===== src/rtl/adiv5_memap.sv =====
// adiv5_memap: single-word MEM-AP access engine feeding the ADIv5 mux FIFOs.
// Issues SELECT/TAR/DRW/RDBUFF per access, caching SELECT and TAR.
module adiv5_memap #(
  parameter int TIMEOUT = 1024,
  parameter int TW      = 10
) (
  input  logic        CLK,
  input  logic        RESETn,
  input  logic [7:0]  APSEL,
  input  logic        FLUSH,
  input  logic        REQ_VALID,
  output logic        REQ_READY,
  input  logic        REQ_WRITE,
  input  logic [31:0] REQ_ADDR,
  input  logic [31:0] REQ_WDATA,
  output logic        RSP_VALID,
  output logic [31:0] RSP_RDATA,
  output logic [1:0]  RSP_ERR,
  output logic [35:0] ADIv5_WRDATA,
  output logic        ADIv5_WREN,
  input  logic        ADIv5_WRFULL,
  input  logic [34:0] ADIv5_RDDATA,
  output logic        ADIv5_RDEN,
  input  logic        ADIv5_RDEMPTY
);

  localparam logic [3:0] IDLE    = 4'd0;
  localparam logic [3:0] SEL_CMD = 4'd1;
  localparam logic [3:0] SEL_RSP = 4'd2;
  localparam logic [3:0] TAR_CMD = 4'd3;
  localparam logic [3:0] TAR_RSP = 4'd4;
  localparam logic [3:0] DRW_CMD = 4'd5;
  localparam logic [3:0] DRW_RSP = 4'd6;
  localparam logic [3:0] BUF_CMD = 4'd7;
  localparam logic [3:0] BUF_RSP = 4'd8;
  localparam logic [3:0] DONE    = 4'd9;

  logic [3:0]    state;
  logic [3:0]    nxt;
  logic [7:0]    ap;
  logic [29:0]   addr;
  logic [31:0]   wdata;
  logic          wr;
  logic          sel_vld;
  logic          tar_vld;
  logic [7:0]    sel_ap;
  logic [29:0]   tar_addr;
  logic [TW-1:0] cnt;
  logic [1:0]    orphan;

  logic cmd_st;
  logic rsp_st;
  logic accept;
  logic pop;
  logic discard;
  logic ok;
  logic bad;
  logic tmo;
  logic sel_hit_in;
  logic tar_hit_in;
  logic tar_hit;
  logic unused_ok;

  assign unused_ok = ^REQ_ADDR[1:0];

  assign cmd_st = (state == SEL_CMD) || (state == TAR_CMD) ||
                  (state == DRW_CMD) || (state == BUF_CMD);
  assign rsp_st = (state == SEL_RSP) || (state == TAR_RSP) ||
                  (state == DRW_RSP) || (state == BUF_RSP);

  assign accept = (state == IDLE) && REQ_VALID && REQ_READY;

  // orphan counts abandoned commands whose late responses must be dropped
  assign pop     = !ADIv5_RDEMPTY && (rsp_st || orphan != 2'd0);
  assign discard = pop && (orphan != 2'd0);
  assign ok      = pop && (orphan == 2'd0) && (ADIv5_RDDATA[34:32] == 3'b000);
  assign bad     = pop && (orphan == 2'd0) && (ADIv5_RDDATA[34:32] != 3'b000);
  assign tmo     = rsp_st && ADIv5_RDEMPTY && (cnt == TW'(TIMEOUT - 1));

  assign sel_hit_in = sel_vld && !FLUSH && (sel_ap == APSEL);
  assign tar_hit_in = tar_vld && !FLUSH && (tar_addr == REQ_ADDR[31:2]);
  assign tar_hit    = tar_vld && !FLUSH && (tar_addr == addr);

  assign ADIv5_RDEN = pop;
  assign ADIv5_WREN = cmd_st && !ADIv5_WRFULL;
  assign RSP_VALID  = (state == DONE);

  always_comb begin
    nxt = state;
    case (state)
      IDLE:
        if (accept)
          nxt = !sel_hit_in ? SEL_CMD :
                !tar_hit_in ? TAR_CMD : DRW_CMD;
      SEL_CMD: if (!ADIv5_WRFULL) nxt = SEL_RSP;
      TAR_CMD: if (!ADIv5_WRFULL) nxt = TAR_RSP;
      DRW_CMD: if (!ADIv5_WRFULL) nxt = DRW_RSP;
      BUF_CMD: if (!ADIv5_WRFULL) nxt = BUF_RSP;
      SEL_RSP:
        if (bad || tmo) nxt = DONE;
        else if (ok)    nxt = tar_hit ? DRW_CMD : TAR_CMD;
      TAR_RSP:
        if (bad || tmo) nxt = DONE;
        else if (ok)    nxt = DRW_CMD;
      DRW_RSP:
        if (bad || tmo) nxt = DONE;
        else if (ok)    nxt = wr ? DONE : BUF_CMD;
      BUF_RSP:
        if (bad || tmo || ok) nxt = DONE;
      DONE:    nxt = IDLE;
      default: nxt = IDLE;
    endcase
  end

  always_comb begin
    ADIv5_WRDATA = '0;
    case (state)
      SEL_CMD: ADIv5_WRDATA = {1'b0, 1'b0, 2'b10, ap, 24'h0};
      TAR_CMD: ADIv5_WRDATA = {1'b1, 1'b0, 2'b01, addr, 2'b00};
      DRW_CMD: ADIv5_WRDATA = {1'b1, ~wr, 2'b11, wr ? wdata : 32'h0};
      BUF_CMD: ADIv5_WRDATA = {1'b0, 1'b1, 2'b11, 32'h0};
      default: ADIv5_WRDATA = '0;
    endcase
  end

  always_ff @(posedge CLK or negedge RESETn) begin
    if (!RESETn) begin
      state     <= IDLE;
      REQ_READY <= 1'b0;
      ap        <= '0;
      addr      <= '0;
      wdata     <= '0;
      wr        <= 1'b0;
      sel_vld   <= 1'b0;
      tar_vld   <= 1'b0;
      sel_ap    <= '0;
      tar_addr  <= '0;
      cnt       <= '0;
      orphan    <= '0;
      RSP_RDATA <= '0;
      RSP_ERR   <= '0;
    end else begin
      state     <= nxt;
      REQ_READY <= (nxt == IDLE);
      if (accept) begin
        ap    <= APSEL;
        addr  <= REQ_ADDR[31:2];
        wdata <= REQ_WDATA;
        wr    <= REQ_WRITE;
      end
      if (cmd_st)
        cnt <= '0;
      else if (rsp_st && ADIv5_RDEMPTY)
        cnt <= cnt + TW'(1);
      if (tmo && orphan != 2'd3)
        orphan <= orphan + 2'd1;
      else if (discard)
        orphan <= orphan - 2'd1;
      // FLUSH takes priority over a same-cycle cache fill
      if (FLUSH || bad || tmo) begin
        sel_vld <= 1'b0;
        tar_vld <= 1'b0;
      end else begin
        if (ok && state == SEL_RSP) begin
          sel_vld <= 1'b1;
          sel_ap  <= ap;
        end
        if (ok && state == TAR_RSP) begin
          tar_vld  <= 1'b1;
          tar_addr <= addr;
        end
      end
      if (bad) begin
        RSP_ERR   <= 2'd1;
        RSP_RDATA <= '0;
      end else if (tmo) begin
        RSP_ERR   <= 2'd2;
        RSP_RDATA <= '0;
      end else if (ok && state == DRW_RSP && wr) begin
        RSP_ERR   <= 2'd0;
        RSP_RDATA <= '0;
      end else if (ok && state == BUF_RSP) begin
        RSP_ERR   <= 2'd0;
        RSP_RDATA <= ADIv5_RDDATA[31:0];
      end
    end
  end

endmodule


===== config.mk =====
export PLATFORM = sky130hd
export DESIGN_NAME = adiv5_memap
export DESIGN_NICKNAME = d
export VERILOG_FILES = /design/src/rtl/adiv5_memap.sv
export SDC_FILE = /design/constraint.sdc
export NUM_CORES = 1
export LEC_CHECK = 0
export ABC_AREA = 1
export CAP_MARGIN = 15
export CORE_ASPECT_RATIO = 0.7
export CORE_MARGIN = 5
export CORE_UTILIZATION = 55
export CTS_CLUSTER_DIAMETER = 50
export DETAILED_ROUTE_END_ITERATION = 10
export DONT_BUFFER_PORTS = 1
export PLACE_DENSITY_LB_ADDON = 0.1
export SLEW_MARGIN = 20
export SYNTH_ARGS = -nofsm -noshare
export SYNTH_HDL_FRONTEND = slang
export SYNTH_SLANG_ARGS = --single-unit

===== constraint.sdc =====
create_clock -name CLK -period 6.65 [get_ports CLK]
set_clock_uncertainty 0.1 [all_clocks]
set_input_delay 1.995 -clock CLK [delete_from_list [all_inputs] [get_ports CLK]]
set_output_delay 1.995 -clock CLK [all_outputs]
set_load 0.05 [all_outputs]

=== Yosys cells after proc, flatten, opt, wreduce, memory -nomap -nowiden ===
Index checks and enable logic that the tools add are counted.

* Logic and storage cells: 116
* Output and inout port bits: 74
* Flip-flop bits (word level): 162

* Reduce and logical (&&, ||, !) cells: 48
* $add $sub $neg: 3
* Multiplexer cells: 35
* Equal/unequal tests: 14
* Bitwise operators: 2

{| class="wikitable"
|+ Operators with widths
! kind !! number
|-
| $mux W32 || 5
|-
| $pmux W36 S4 || 1
|-
| $eq A30 B30 Y1 || 2
|-
| $mux W4 || 13
|-
| $pmux W4 S9 || 1
|-
| $logic_and A1 B1 Y1 || 21
|-
| $mux W10 || 2
|-
| $eq A4 B3 Y1 const B || 4
|-
| $mux W2 || 6
|-
| $logic_or A1 B1 Y1 || 11
|-
| $add A10 B1 Y10 const B || 1
|-
| $eq A10 B10 Y1 const B || 1
|-
| $reduce_bool A2 Y1 || 5
|-
| $mux W3 || 3
|-
| $eq A4 B2 Y1 const B || 2
|-
| $eq A4 B4 Y1 const B || 2
|-
| $eq A8 B8 Y1 || 1
|-
| $logic_not A4 Y1 || 2
|-
| $eq A4 B1 Y1 const B || 1
|-
| $mux W1 || 4
|-
| $reduce_and A2 Y1 || 2
|-
| $reduce_bool A4 Y1 || 1
|-
| $logic_not A1 Y1 || 3
|-
| $logic_not A3 Y1 || 1
|-
| other kinds (6) || 7
|}

=== Logic depth before layout (Yosys ltp) ===
Gate-level depths: netlist (run 1).

* Word-level depth: 13
* Depth in mapped cells: 15
* Depth with buffers taken out: 15

=== Worst setup path after synthesis (run 1) ===
Ideal clock, no wire load.

* Path kind: input -> output
* From: input port ADIv5_WRFULL
* To: output port ADIv5_WREN
* Slack: 1.885 ns
* Cell stages on the path: 1
* Arrival: 2.670 ns
* Data required time: 4.555 ns
* Path buffers: 0
* Cells stage by stage: nor2_1

* Cells in the longest elaborated chain, start to end: 2

{| class="wikitable"
|+ Ends and longest elaborated chain
! what !! RTL line !! source
|-
| start, declared || 21 || <nowiki>input logic ADIv5_WRFULL,</nowiki>
|-
| $logic_not A1 Y1 || -- ||
|-
| $logic_and A1 B1 Y1 || 85 || <nowiki>assign ADIv5_WREN = cmd_st && !ADIv5_WRFULL;</nowiki>
|-
| end, declared || 20 || <nowiki>output logic ADIv5_WREN,</nowiki>
|}

Every way passes these cells.

=== Worst setup path after layout (run 1) ===
* From: register state[0]
* To: output port ADIv5_WRDATA[26]

* Cells in the longest elaborated chain, start to end: 2

{| class="wikitable"
|+ Ends and longest elaborated chain
! what !! RTL line !! source
|-
| start, declared || 38 || <nowiki>logic [3:0] state;</nowiki>
|-
| start signal, assigned || 143 || <nowiki>state <= nxt;</nowiki>
|-
| $eq A4 B3 Y1, or another cell as far along || 117 || <nowiki>case (state)</nowiki>
|-
| $pmux W36 S4 * || 117 ||
|-
| end, declared || 19 || <nowiki>output logic [35:0] ADIv5_WRDATA,</nowiki>
|}

Every way passes the cells marked *; elsewhere a longest branch is shown, timed or not.

==> results of run 1 <==
==> cell usage after synthesis (all sizes together) (2+ instances only) <==
| master | instances | share of area |
|---|---|---|
| nor3 | 9 | 0.0060 |
| a211oi | 4 | 0.0036 |
| o22ai | 40 | 0.038 |
| xor2 | 3 | 0.0032 |
| a21oi | 14 | 0.0085 |
| nor2 | 53 | 0.028 |
| nand3 | 13 | 0.012 |
| buf | 14 | 0.016 |
| dfrtp | 162 | 0.49 |
| xnor2 | 19 | 0.020 |
| nand2 | 286 | 0.13 |
| clkbuf | 22 | 0.010 |
| o21ai | 124 | 0.088 |
| or2 | 2 | 0.0015 |
| clkinv | 3 | 0.0014 |
| o32ai | 22 | 0.023 |
| inv | 205 | 0.093 |
| nand4 | 9 | 0.011 |
| o221ai | 8 | 0.0085 |
==> registers in the layout, summed over array words and instances (netlist names), 4 cells and up <==
signal / count
wdata: 32
addr: 30
tar_addr: 30
cnt: 10
ap: 8
state: 4
RSP_RDATA: 32
sel_ap: 8
==> power groups by stage <==
stage / Sequential (mW) / Combinational, mW / Clock, mW
floorplan: 1.46 / 1.11 / 0
global placement: 1.48 / 1.43 / 0
detailed placement: 1.50 / 1.45 / 0
CTS: 1.48 / 1.46 / 0.955
global route: 1.51 / 1.62 / 1.00
finish: 1.48 / 1.47 / 0.943
==> critical path, delay by kind of cell, from the launching register on <==
kind                   cells  cell delay (ns)
flip-flops                 1             0.36
AO/OA/AOI/OAI              1             0.44
AND/OR/NAND/NOR            4             1.76
buffers and inverters      1             0.09
==> cell families after synthesis <==
| kind of cell | count (synthesis) | share of synthesized area |
|---|---|---|
| adder cells (fa/ha/maj) | 1 | 0.001510 |
| AO/OA/AOI/OAI | 215 | 0.1726 |
| flip-flops | 162 | 0.4894 |
| XOR/XNOR | 22 | 0.02326 |
| AND/OR/NAND/NOR | 374 | 0.1929 |
| buffers and inverters | 244 | 0.1204 |
==> cell type report <==
class | instances | area, um^2
fillers | 1337 | 5592
well taps | 195 | 244.0
flip-flops and latches | 162 | 4054
repair buffers | 7 | 56.30
clock buffers | 22 | 484.2
clock inverters | 9 | 80.08
multi-input cells | 612 | 3427
inverters | 208 | 784.5
==> layer usage <==
metal	routed length (um)	up-vias	track usage
met1	10410	2958	0.3762
met5	0	-	0
met3	2246	15	0.09634
met4	197	0	0.05145
li1	-	3204	-
met2	8636	232	0.3403
==> stage by stage <==
step	instance area, um^2	hold slack (ns)	setup slack, ns
global placement	8543	0.3625	1.829
global route	9130	0.4096	1.283
detailed placement	8549	0.3658	1.829
finish	9130	0.3773	1.464
CTS	9114	0.3819	1.505
floorplan	8284	0.3492	1.885
==> worst min path at each step <==
stage	from	endpoint	slack, ns	depth (start not counted)
after CTS	wdata[24]	wdata[24]	0.38	2
after global placement	wdata[30]	wdata[30]	0.36	2
after global routing	ap[1]	ap[1]	0.41	2
final	wdata[30]	wdata[30]	0.38	2
after detailed placement	wdata[30]	wdata[30]	0.37	2
after floorplan	wdata[24]	wdata[24]	0.35	2
==> results.sh, run 1 <==
export IMPL_viasPerCell=5.275
export IMPL_drc=0
export IMPL_final_util=0.6202
export IMPL_setup_tns_ns=0
export IMPL_placedCellCount=1184
export IMPL_die_area_um2=17660
export IMPL_maxCapViolCount=0
export IMPL_slowest_stage="nor3_1"
export IMPL_ys_ff_latch=162
export IMPL_total_power_mw=3.891
export IMPL_io_pins=188
export IMPL_end_kind="output pin"
export IMPL_row_count=37
export IMPL_power_density_nw_per_um2=426.1
export IMPL_synth_fp_nets=1133
export IMPL_grt_pass1_vias=6224
export IMPL_stdcell_count=1215
export IMPL_cts_setup_buffers=0
export IMPL_cts_max_path_buffers=2
export IMPL_cpPeakStageDelay_ns=0.90
export IMPL_antenna_found_initial=0
export IMPL_clkLatencyLatePin_ns=0.42
export IMPL_layout_common_cells="nand2_1 (282), inv_1 (201), dfrtp_1 (162)"
export IMPL_drt_total_wl_um=21490
export IMPL_vias=6409
export IMPL_ff2ff_setup_slack_ns=3.81
export IMPL_cts_sinks=162
export IMPL_cp_common_cell="nand2_1"
export IMPL_cts_made_buffers=17
export IMPL_gr_usage_all_layers=0.2492
export IMPL_layout_commonest_cell="nand2_1"
export IMPL_place_congestion=0.8772
export IMPL_cp_required_ns=4.55
export IMPL_fmax_mhz=192.8
export IMPL_core_um2=14720
export IMPL_p_leak_nw=4.302
export IMPL_slew_violations=0
export IMPL_pwr_share_clk=0.242
export IMPL_firstDrtPassIters=5
export IMPL_rr_startpoint="state[1]"
export IMPL_die_height_um=112.7
export IMPL_wire_per_inst_um=17.69
export IMPL_status="finished, final reports clean"
export IMPL_slew_headroom=0.2195
export IMPL_syn_inst=1018
export IMPL_hold_buffers=0
export IMPL_syn2layout_area_growth_pct=10.21
export IMPL_synth_edff_count=0
export IMPL_antennaDiodeCount=0
export IMPL_async_flop_share=1.000
export IMPL_grt_overflow=0
export IMPL_hold_path_class="reg -> reg"
export IMPL_cts_resized_gates=0
export IMPL_syn_cell_area_um2=8284
export IMPL_max_slew_worst_pin_slew_ns=1.192
export IMPL_seqPwrFrac=0.380
export IMPL_worst_setup_path_type="reg -> out"
export IMPL_first_iter_violations=583
export IMPL_io_buffers=0
export IMPL_final_hold_viol_count=0
export IMPL_synth_flop_cell="dfrtp_1"
export IMPL_start_kind="register"
export IMPL_finalSetupViolCount=0
export IMPL_cts_root_buf="clkbuf_16"
export IMPL_cp_startpoint="state[0]"
export IMPL_grt_max_degree=163
export IMPL_syn_area_per_cell_um2=8.138
export IMPL_ys_seq_area_frac=0.4894
export IMPL_rsz0062_at_grt="no"
export IMPL_start_util=0.5627
export IMPL_p_sw_frac=0.4377
export IMPL_yosysWarnings=0
export IMPL_clkTransAtPathRegs_ns=0.06
export IMPL_nNetsFinal=1123
export IMPL_reg2reg_to="REQ_READY"
export IMPL_cp_arrival_ns=3.09
export IMPL_period_needed_ns=5.186
export IMPL_synth_cell_type_count=44
export IMPL_dpl_hpwl_um=15820
export IMPL_endpoint="ADIv5_WRDATA[26]"
export IMPL_p_int_mw=2.188
export IMPL_grt_pass1_wl_um=34200
export IMPL_cp_max_fo=8
export IMPL_comb_power_share=0.378
export IMPL_fin_crit_sh=0.7798
export IMPL_rr_worst_depth=10
export IMPL_path_cells="inv_1 -> nor2_1 -> nand2_1 -> nor3_1 -> nand2_1 -> o221ai_1"
export IMPL_die_w_um=156.7
export IMPL_peakVddDrop_mv=0.2476
export IMPL_htree_num_levels=4
export IMPL_power_switching_mw=1.703
export IMPL_layout_drive_gt1_share=0.1235
export IMPL_cts_tree="done"
export IMPL_drt_antenna_violating_nets=0
(Power assumes the default switching activity.)
==> inputs of run 2 (changes only) <==
clock period = 4.2 ns   (was 6.65 ns; I/O delays follow)
==> run 2 against run 1 <==
  * Die area is the same
  * Combinational power is 75% higher
  * Clock-buffer cell count down 5
  * Critical path depth up 1
  * Register-to-register slack worse by 2.2 ns
  * Setup slack worse by 1.1 ns
  * Sequential power increased by 58%
  * Critical path type unchanged
  * Cell count rose by 3.0%
==> results.sh, run 2 (same netlist as run 1, synthesis figures left out) <==
export IMPL_worst_hold_slack_ns=0.3815
export IMPL_cpPeakStageDelay_ns=0.45
export IMPL_max_slew_worst_pin_slew_ns=0.9121
export IMPL_maxCapViolCount=0
export IMPL_critPathBufInv=2
export IMPL_finalSetupViolCount=0
export IMPL_worst_setup_path_type="reg -> out"
export IMPL_crit_family="simple AND/OR/NAND/NOR gates"
export IMPL_drt_antenna_violating_nets=0
export IMPL_peakVddDrop_mv=0.4409
export IMPL_start_util=0.5627
export IMPL_hold_path_class="reg -> reg"
export IMPL_rsz0062_at_grt="no"
export IMPL_grt_max_degree=163
export IMPL_total_power_mw=6.422
export IMPL_cp_max_fo=8
export IMPL_layout_drive_gt1_share=0.1523
export IMPL_first_iter_violations=661
export IMPL_nFillCells=1240
export IMPL_slew_violations=0
export IMPL_drt_total_wl_um=21820
export IMPL_cts_setup_buffers=0
export IMPL_fmax_mhz=262.5
export IMPL_grt_busiest_layer="met1"
export IMPL_antennaDiodeCount=0
export IMPL_final_hold_viol_count=0
export IMPL_core_um2=14720
export IMPL_layout_commonest_cell="nand2_1"
export IMPL_vias=6577
export IMPL_antenna_found_initial=0
export IMPL_cts_max_path_buffers=2
export IMPL_cts_sinks=162
export IMPL_layout_common_cells="nand2_1 (282), inv_1 (201), dfrtp_1 (162)"
export IMPL_place_congestion=0.8466
export IMPL_die_height_um=112.7
export IMPL_cp_arrival_ns=2.45
export IMPL_clkLatencyLatePin_ns=0.44
export IMPL_cp_required_ns=2.84
export IMPL_cts_resized_gates=0
export IMPL_die_w_um=156.7
export IMPL_status="finished, final reports clean"
export IMPL_clkTransAtPathRegs_ns=0.07
export IMPL_slew_headroom=0.3886
export IMPL_start_kind="register"
export IMPL_end_kind="output pin"
export IMPL_cp_common_cell="nand2_1"
export IMPL_use_met2=0.3351
export IMPL_grtUsageMet1=0.3799
export IMPL_io_pins=188
export IMPL_syn2layout_area_growth_pct=14.61
export IMPL_cts_tree="done"
export IMPL_viasPerCell=5.253
export IMPL_grt_pass1_vias=6250
export IMPL_p_leak_nw=4.506
export IMPL_wire_per_inst_um=17.43
export IMPL_multi_input_area_um2=3408
export IMPL_reg_top3="RSP_RDATA (32), wdata (32)"
export IMPL_io_buffers=0
export IMPL_htree_num_levels=4
export IMPL_hold_buffers=0
export IMPL_die_area_um2=17660
export IMPL_grt_overflow=0
export IMPL_grt_pass1_wl_um=34210
export IMPL_period_needed_ns=3.809
export IMPL_path_cells="nor2_1 -> nand2_1 -> nor3_1 -> buf_4 -> nand2_1 -> o221ai_1 -> buf_12"
export IMPL_cts_root_buf="clkbuf_16"
export IMPL_row_count=37
export IMPL_use_met3=0.08786
export IMPL_slowest_stage="nor2_1"
export IMPL_firstDrtPassIters=5
export IMPL_cts_made_buffers=17
export IMPL_drc=0
export IMPL_register_area_um2=4054
export IMPL_dpl_hpwl_um=15890
export IMPL_setup_tns_ns=0
export IMPL_gr_usage_all_layers=0.2501
export IMPL_power_density_nw_per_um2=676.4
export IMPL_fin_crit_sh=0.9069
export IMPL_nNetsFinal=1159
[run 2: routing by layer]
metal  vias up  part of all wire
met2       246              0.40
li1       3277                 -
met1      3033              0.48
met3        21              0.11
met4         0             0.014
met5         -                 0
[run 2: worst paths after layout]
path / from / end / slack [ns] / cells past startpoint
setup / recovery: state[3] / ADIv5_WRDATA[24] / 0.39 / 7
hold / removal: wdata[25] / wdata[25] / 0.38 / 2
setup reg to reg: state[1] / tar_addr[11] / 1.63 / 12
hold reg to reg: wdata[25] / wdata[25] / 0.38 / 2
max in group asynchronous: RESETn / wdata[5] / 3.27 / 0
min in group asynchronous: RESETn / ap[4] / 0.42 / 0
[run 2: cell type report]
cell class                 count  share of cell area
multi-input combinational    612              0.3590
tap                          195             0.02570
timing repair buffer          43             0.04586
inverter                     208             0.08263
clock inverter                15             0.01502
sequential                   162              0.4270
clock buffer                  17             0.04481
[run 2: power breakdown]
group / leakage, nW / total [mW] / switching [mW] / internal, mW
clock network: 0.270 / 1.51 / 0.726 / 0.786
logic: 2.13 / 2.57 / 1.77 / 0.799
registers: 2.11 / 2.34 / 0.339 / 2.00
total: 4.51 / 6.42 / 2.84 / 3.58
[run 2: worst min-delay path, stage by stage, from the launching register on]
cell and delay, ns:
dfrtp_1 0.35, nand2_1 0.05, nand2_1 0.05
[run 2: per-stage QoR]
step	std cells	util	worst slack [ns]	area (um^2)
after floorplan	1018	-	0.7002	8284
after global placement	1220	0.6063	0.9010	8926
after detailed placement	1220	0.6063	0.8893	8926
after CTS	1252	0.6449	0.3946	9494
after global routing	1252	0.6449	0.2334	9494
final	1252	0.6449	0.3909	9494
